**src/rtl/bch_t2_seq_decoder.sv**
```systemverilog
// Sequential double-error-correcting binary BCH decoder over GF(2^M).
// Each received word goes through four steps, one after another:
//   1. serial Horner syndromes S1 and S3,
//   2. a one-cycle division-free locator set-up,
//   3. a serial Chien search over every bit position,
//   4. a held result that waits for the consumer.
// The default parameters give the (15,7,2) code.
module bch_t2_seq_decoder #(
   parameter int                     M         = 4,
   parameter int                     K         = 7,
   parameter logic [M:0]             PRIM_POLY = 5'b10011,
   parameter logic [(2**M)-1-K:0]    GEN_POLY  = 9'b111010001
) (
   input  logic                  clk,
   input  logic                  rst_n,
   input  logic                  in_valid,
   output logic                  in_ready,
   input  logic [(2**M)-2:0]     in_data,
   input  logic                  in_correct_en,
   output logic                  out_valid,
   input  logic                  out_ready,
   output logic [K-1:0]          out_data,
   output logic [(2**M)-2:0]     out_codeword,
   output logic [1:0]            out_err_cnt,
   output logic                  out_fail
);

   localparam int N  = (2**M) - 1;
   localparam int IW = $clog2(N);

   // GEN_POLY only documents the code; it must still be monic of degree N-K
   if (GEN_POLY[0] != 1'b1 || GEN_POLY[N-K] != 1'b1) begin : g_gen_poly_check
      $error("GEN_POLY must be a degree N-K polynomial with nonzero constant term");
   end

   typedef enum logic [2:0] {IDLE, SYND, LOCATE, CHIEN, DONE} state_t;

   state_t          state;
   logic [N-1:0]    cw;
   logic [N-1:0]    rcv;
   logic            corr;
   logic [M-1:0]    s1;
   logic [M-1:0]    s3;
   logic [M-1:0]    t1;
   logic [M-1:0]    t2;
   logic [IW-1:0]   idx;
   logic [1:0]      roots;
   logic [1:0]      deg;

   logic [M-1:0]    s1_sq;
   logic [M-1:0]    d;
   logic            is_root;
   logic [1:0]      roots_nxt;
   logic [N-1:0]    flip;
   logic [N-1:0]    cw_nxt;

   // Multiply by alpha: shift up and reduce by the primitive polynomial
   function automatic logic [M-1:0] gf_mul_a(input logic [M-1:0] x);
      return {x[M-2:0], 1'b0} ^ (x[M-1] ? PRIM_POLY[M-1:0] : '0);
   endfunction

   // Multiply by alpha^-1: add the polynomial when the constant term is set, then shift down
   function automatic logic [M-1:0] gf_div_a(input logic [M-1:0] x);
      logic [M:0] t;
      t = {1'b0, x} ^ (x[0] ? PRIM_POLY : '0);
      return t[M:1];
   endfunction

   // General field multiply, Horner over the bits of b
   function automatic logic [M-1:0] gf_mul(input logic [M-1:0] a, input logic [M-1:0] b);
      logic [M-1:0] acc;
      acc = '0;
      for (int i = M - 1; i >= 0; i--) begin
         acc = gf_mul_a(acc) ^ (b[i] ? a : '0);
      end
      return acc;
   endfunction

   // Locator terms and the Chien root test / bit flip for the current position
   always_comb begin
      s1_sq     = gf_mul(s1, s1);
      d         = s3 ^ gf_mul(s1_sq, s1);
      is_root   = ((s1 ^ t1 ^ t2) == '0);
      roots_nxt = roots + {1'b0, is_root};
      flip      = {{(N-1){1'b0}}, corr & is_root} << idx;
      cw_nxt    = cw ^ flip;
   end

   // Decoder control FSM with registered handshake and result outputs
   always_ff @(posedge clk) begin
      if (!rst_n) begin
         state        <= IDLE;
         in_ready     <= 1'b1;
         out_valid    <= 1'b0;
         out_data     <= '0;
         out_codeword <= '0;
         out_err_cnt  <= '0;
         out_fail     <= 1'b0;
         s1           <= '0;
         s3           <= '0;
         t1           <= '0;
         t2           <= '0;
         idx          <= '0;
         roots        <= '0;
         deg          <= '0;
      end else begin
         case (state)
            IDLE: begin
               if (in_valid) begin
                  cw       <= in_data;
                  rcv      <= in_data;
                  corr     <= in_correct_en;
                  s1       <= '0;
                  s3       <= '0;
                  idx      <= IW'(N - 1);
                  in_ready <= 1'b0;
                  state    <= SYND;
               end
            end
            SYND: begin
               s1 <= gf_mul_a(s1) ^ {{(M-1){1'b0}}, cw[idx]};
               s3 <= gf_mul_a(gf_mul_a(gf_mul_a(s3))) ^ {{(M-1){1'b0}}, cw[idx]};
               if (idx == '0) begin
                  state <= LOCATE;
               end else begin
                  idx <= idx - 1'b1;
               end
            end
            LOCATE: begin
               if (s1 == '0) begin
                  // S1 = 0: either no error, or a pattern no double error can produce
                  out_fail     <= (s3 != '0);
                  out_err_cnt  <= '0;
                  out_codeword <= cw;
                  out_data     <= cw[N-1:N-K];
                  out_valid    <= 1'b1;
                  state        <= DONE;
               end else begin
                  t1    <= s1_sq;
                  t2    <= d;
                  deg   <= (d == '0) ? 2'd1 : 2'd2;
                  roots <= '0;
                  idx   <= '0;
                  state <= CHIEN;
               end
            end
            CHIEN: begin
               t1    <= gf_div_a(t1);
               t2    <= gf_div_a(gf_div_a(t2));
               cw    <= cw_nxt;
               roots <= roots_nxt;
               if (idx == IW'(N - 1)) begin
                  out_valid <= 1'b1;
                  state     <= DONE;
                  if (roots_nxt != deg) begin
                     // Root count disagrees with locator degree: undo any flips
                     out_fail     <= 1'b1;
                     out_err_cnt  <= '0;
                     out_codeword <= rcv;
                     out_data     <= rcv[N-1:N-K];
                     cw           <= rcv;
                  end else begin
                     out_fail     <= 1'b0;
                     out_err_cnt  <= roots_nxt;
                     out_codeword <= cw_nxt;
                     out_data     <= cw_nxt[N-1:N-K];
                  end
               end else begin
                  idx <= idx + 1'b1;
               end
            end
            DONE: begin
               if (out_ready) begin
                  out_valid <= 1'b0;
                  in_ready  <= 1'b1;
                  state     <= IDLE;
               end
            end
            default: begin
               state <= IDLE;
            end
         endcase
      end
   end

endmodule
```
**config.mk**
```make
export PLATFORM = sky130hd
export DESIGN_NAME = bch_t2_seq_decoder
export DESIGN_NICKNAME = d
export VERILOG_FILES = /design/src/rtl/bch_t2_seq_decoder.sv
export SDC_FILE = /design/constraint.sdc
export NUM_CORES = 1
export LEC_CHECK = 0
export ABC_AREA = 1
export CORE_ASPECT_RATIO = 1.2
export CORE_MARGIN = 4
export CORE_UTILIZATION = 50
export CTS_CLUSTER_DIAMETER = 50
export DETAILED_ROUTE_END_ITERATION = 10
export PLACE_DENSITY = 0.77
export SYNTH_ARGS = -nofsm -noshare
export SYNTH_HDL_FRONTEND = slang
export SYNTH_SLANG_ARGS = --single-unit
```
**constraint.sdc**
```tcl
create_clock -name clk -period 2.95 [get_ports clk]
set_input_delay 0.295 -clock clk [delete_from_list [all_inputs] [get_ports clk]]
set_output_delay 0.295 -clock clk [all_outputs]
set_load 0.005 [all_outputs]
```
==> results.tsv <==
stage	metric	value	unit
pwr	power_density	847	nW/um^2
floorplanning	io_pins	47	
yosys	yosysTopAreaCellShare	19.9	%
hold_path	min-delay-start	in_ready	
clock_network	cts_resized	0	
pwr	switchingPower	2.15	mW
global_routing	grt_usage	23.5	%
worst_setup_path	r2r-start	s1[2]	
yosys	syn_nets	665	
clock_network	clk_path_buf_depth	2	
final_layout	layout.nets	707	
worst_setup_path	crit_path_start_kind	register	
pwr	power_frac_clock	17.4	%
hold_path	min_path_cells	2	
yosys	syn_area	4740	um^2
yosys	synth_top_area_cell	dfxtp_1	
pwr	p_comb_share	49.8	%
pwr	seqPwrFrac	32.8	%
hold_path	worstHoldEndpoint	in_ready	
placement	place_ws	356	ps
sta	hold_viol_final	0	
final_layout	mostFrequentLayoutCell	nand2_1	
floorplanning	die_area	11100	um^2
final_layout	syn_to_final_growth	15.9	%
floorplanning	fp.dieH	115	um
clock_network	tritoncts	done	
sta	period_needed	2610	ps
pwr	power	4.65	mW
yosys	synth_ff_type	dfxtp_1	
sta	hold_slack	463	ps
sta	rsz0062_at_grt	false	
sta	fmax	383	MHz
final_layout	diodes	0	
worst_setup_path	worstPathMaxFanout	28	
route	initialDrtViolationCount	286	
clock_network	cts_root_buf	clkbuf_8	
global_routing	overflow	0	
final_layout	final_cells	799	
route	vias_per_cell	5.73	
route	drc	0	
yosys	ys_types	49	
route	routedWlPerCell	16.4	um
global_routing	grt_pass1_wl	21200	um
sta	tightestPinTransition	533	ps
route	final_antenna_net_count	0	
pwr	ir_worst_vdd	0.509	mV
sta	max-slew-margin-rel	64.4	%
global_routing	grt_max_degree	29	
worst_setup_path	endpoint_kind	register	
yosys	postSynthAreaPerCell	7.50	um^2
placement	post_dp_cell_area	5300	um^2
sta	fin_crit_sh	88.5	%
clock_network	post-cts-setup-buffer-count	0	
clock_network	clk_latency	360	ps
route	drt-total-wl	13100	um
sta	worst_slack	339	ps
sta	setup_viol	0	
yosys	ys_seq_elements	78	
yosys	synth_edf_count	31	
clock_network	cts_made_buffers	9	
sta	fin_skew	11.0	ps
final_layout	drive_above_1_share	8.39	%
pwr	switching_share	46.2	%
floorplanning	start_util	51.9	%
yosys	yosysSeqAreaShare	39.5	%
hold_path	hp-class	reg -> reg	
placement	port_buffers	46	
placement	dp_cells	783	
final_layout	finalInstanceArea	5490	um^2
run	cap_violations	0	
yosys	synthArstFlopShare	0	%
worst_setup_path	rr_worst_depth	14	
clock_network	htree_levels	3	
worst_setup_path	path_class	reg -> reg	
sta	fin_tns_setup	0	ps
yosys	synth_area_leaders	dfxtp_1 20%, edfxtp_1 20%, nand2_1 13%	
yosys	ys_warn_count	0	
placement	hpwl	9590	um
sta	drv_slew	0	
final_layout	fin_util	60.2	%
floorplanning	num_rows	38	
placement	place.gp.congestion	0.932	
run_status	run_status	completed	
pwr	leakage	2.19	nW
clock_network	clkSinkCount	78	
worst_setup_path	cp.arrival	2710	ps
clock_network	clkTransAtPathRegs	80	ps
final_layout	layout_common_cells	166 x nand2_1, 64 x a21oi_1, 53 x nand3_1, 51 x inv_1, 47 x dfxtp_1	
pwr	internal_power	2.50	mW
worst_setup_path	r2r_slack	340	ps
route	drtPass1Iterations	4	
worst_setup_path	worstReg2RegEnd	cw[3]	
floorplanning	die_w	96.9	um
yosys	syn-instance-count	632	
worst_setup_path	crit_required	3050	ps
floorplanning	core	9130	um^2
global_routing	first_global_vias	4477	
clock_network	cts-hold-fix-buffers	0	
global_routing	antenna_found_initial	0	
route	vias	4580	
[cell type report]
cell class                      count  area, um^2
Fill cell                         833        3630
Multi-Input combinational cell    463        2460
Sequential cell                    78        1870
Timing Repair Buffer               63         588
Inverter                           59         225
Clock buffer                       14         185
Tap cell                          120         150
Clock inverter                      2        12.5
[power by group through the flow]
stage / sequential, mW / combinational, mW / clock (mW)
6_report: 1.53 / 2.32 / 0.809
2_1_floorplan: 1.46 / 1.70 / 0
3_5_place_dp: 1.54 / 2.29 / 0
3_3_place_gp: 1.53 / 2.21 / 0
4_1_cts: 1.52 / 2.30 / 0.815
5_1_grt: 1.54 / 2.57 / 0.847
[worst max path at each step]
stage,slack (ps),start,cells after the start,end
floorplan,600,s1[2],15,cw[0]
global placement,500,s1[0],15,cw[0]
detailed placement,360,s1[0],14,cw[3]
CTS,340,s1[2],14,cw[3]
global route,70,s1[0],14,cw[13]
finish,340,s1[2],14,cw[3]
[layer usage]
| metal | global-route usage (%) | vias up | wire length [um] |
|---|---|---|---|
| li1 | - | 2211 | - |
| met1 | 26.6 | 2164 | 5220 |
| met2 | 42.8 | 168 | 6670 |
| met3 | 3.23 | 37 | 712 |
| met4 | 13.0 | 0 | 463 |
| met5 | 0 | - | 0 |
[cell families after synthesis]
| logic type | Yosys count | synth area share, % |
|---|---|---|
| AOI/OAI and AO/OA | 139 | 16.9 |
| xor gates and xnor gates | 25 | 4.62 |
| adders and majority gates | 13 | 3.59 |
| buffers and inverters | 91 | 8.61 |
| DFF | 78 | 39.5 |
| and+or+nand+nor | 286 | 26.8 |
[cell usage after synthesis (2+ instances only)]
cell      instances
nand2_1         166
a21oi_1          64
nand3_1          53
inv_1            51
dfxtp_1          47
o21ai_0          34
edfxtp_1         31
nor2_1           31
xor2_1           18
clkbuf_1         14
ha_1             12
nand4_1          11
buf_4             9
a21boi_0          7
a22oi_1           7
xnor2_1           7
buf_2             5
nor3_1            5
o21ai_1           5
a221oi_1          4
a31oi_1           4
inv_2             4
nor2_2            4
or2_2             4
buf_6             3
o211ai_1          3
a211oi_1          2
a311oi_1          2
clkinv_1          2
nand2_2           2
nand3_2           2
o211ai_2          2
[worst max-delay path, cell delays in order (launching register included)]
cell      delay [ps]
dfxtp_1          420
clkinv_2         130
nand2_1           90
nand3_1           90
nand2_1           70
nand2_1           50
nor2_1           160
ha_1             200
xnor2_1          160
or2_1            130
nand3_1           90
inv_2            380
nand3_1          140
o21ai_1          120
o21ai_0           90
[flip-flops by register name, indices dropped and copies added, names as in the netlist, 2 cells and up]
register	cells
s3	4
t2	4
state	3
deg	2
roots	2
out_err_cnt	2
cw	15
t1	4
out_data	7
rcv	15
idx	4
s1	4
out_codeword	8
No activity file was read; power rests on OpenSTA's default activity.
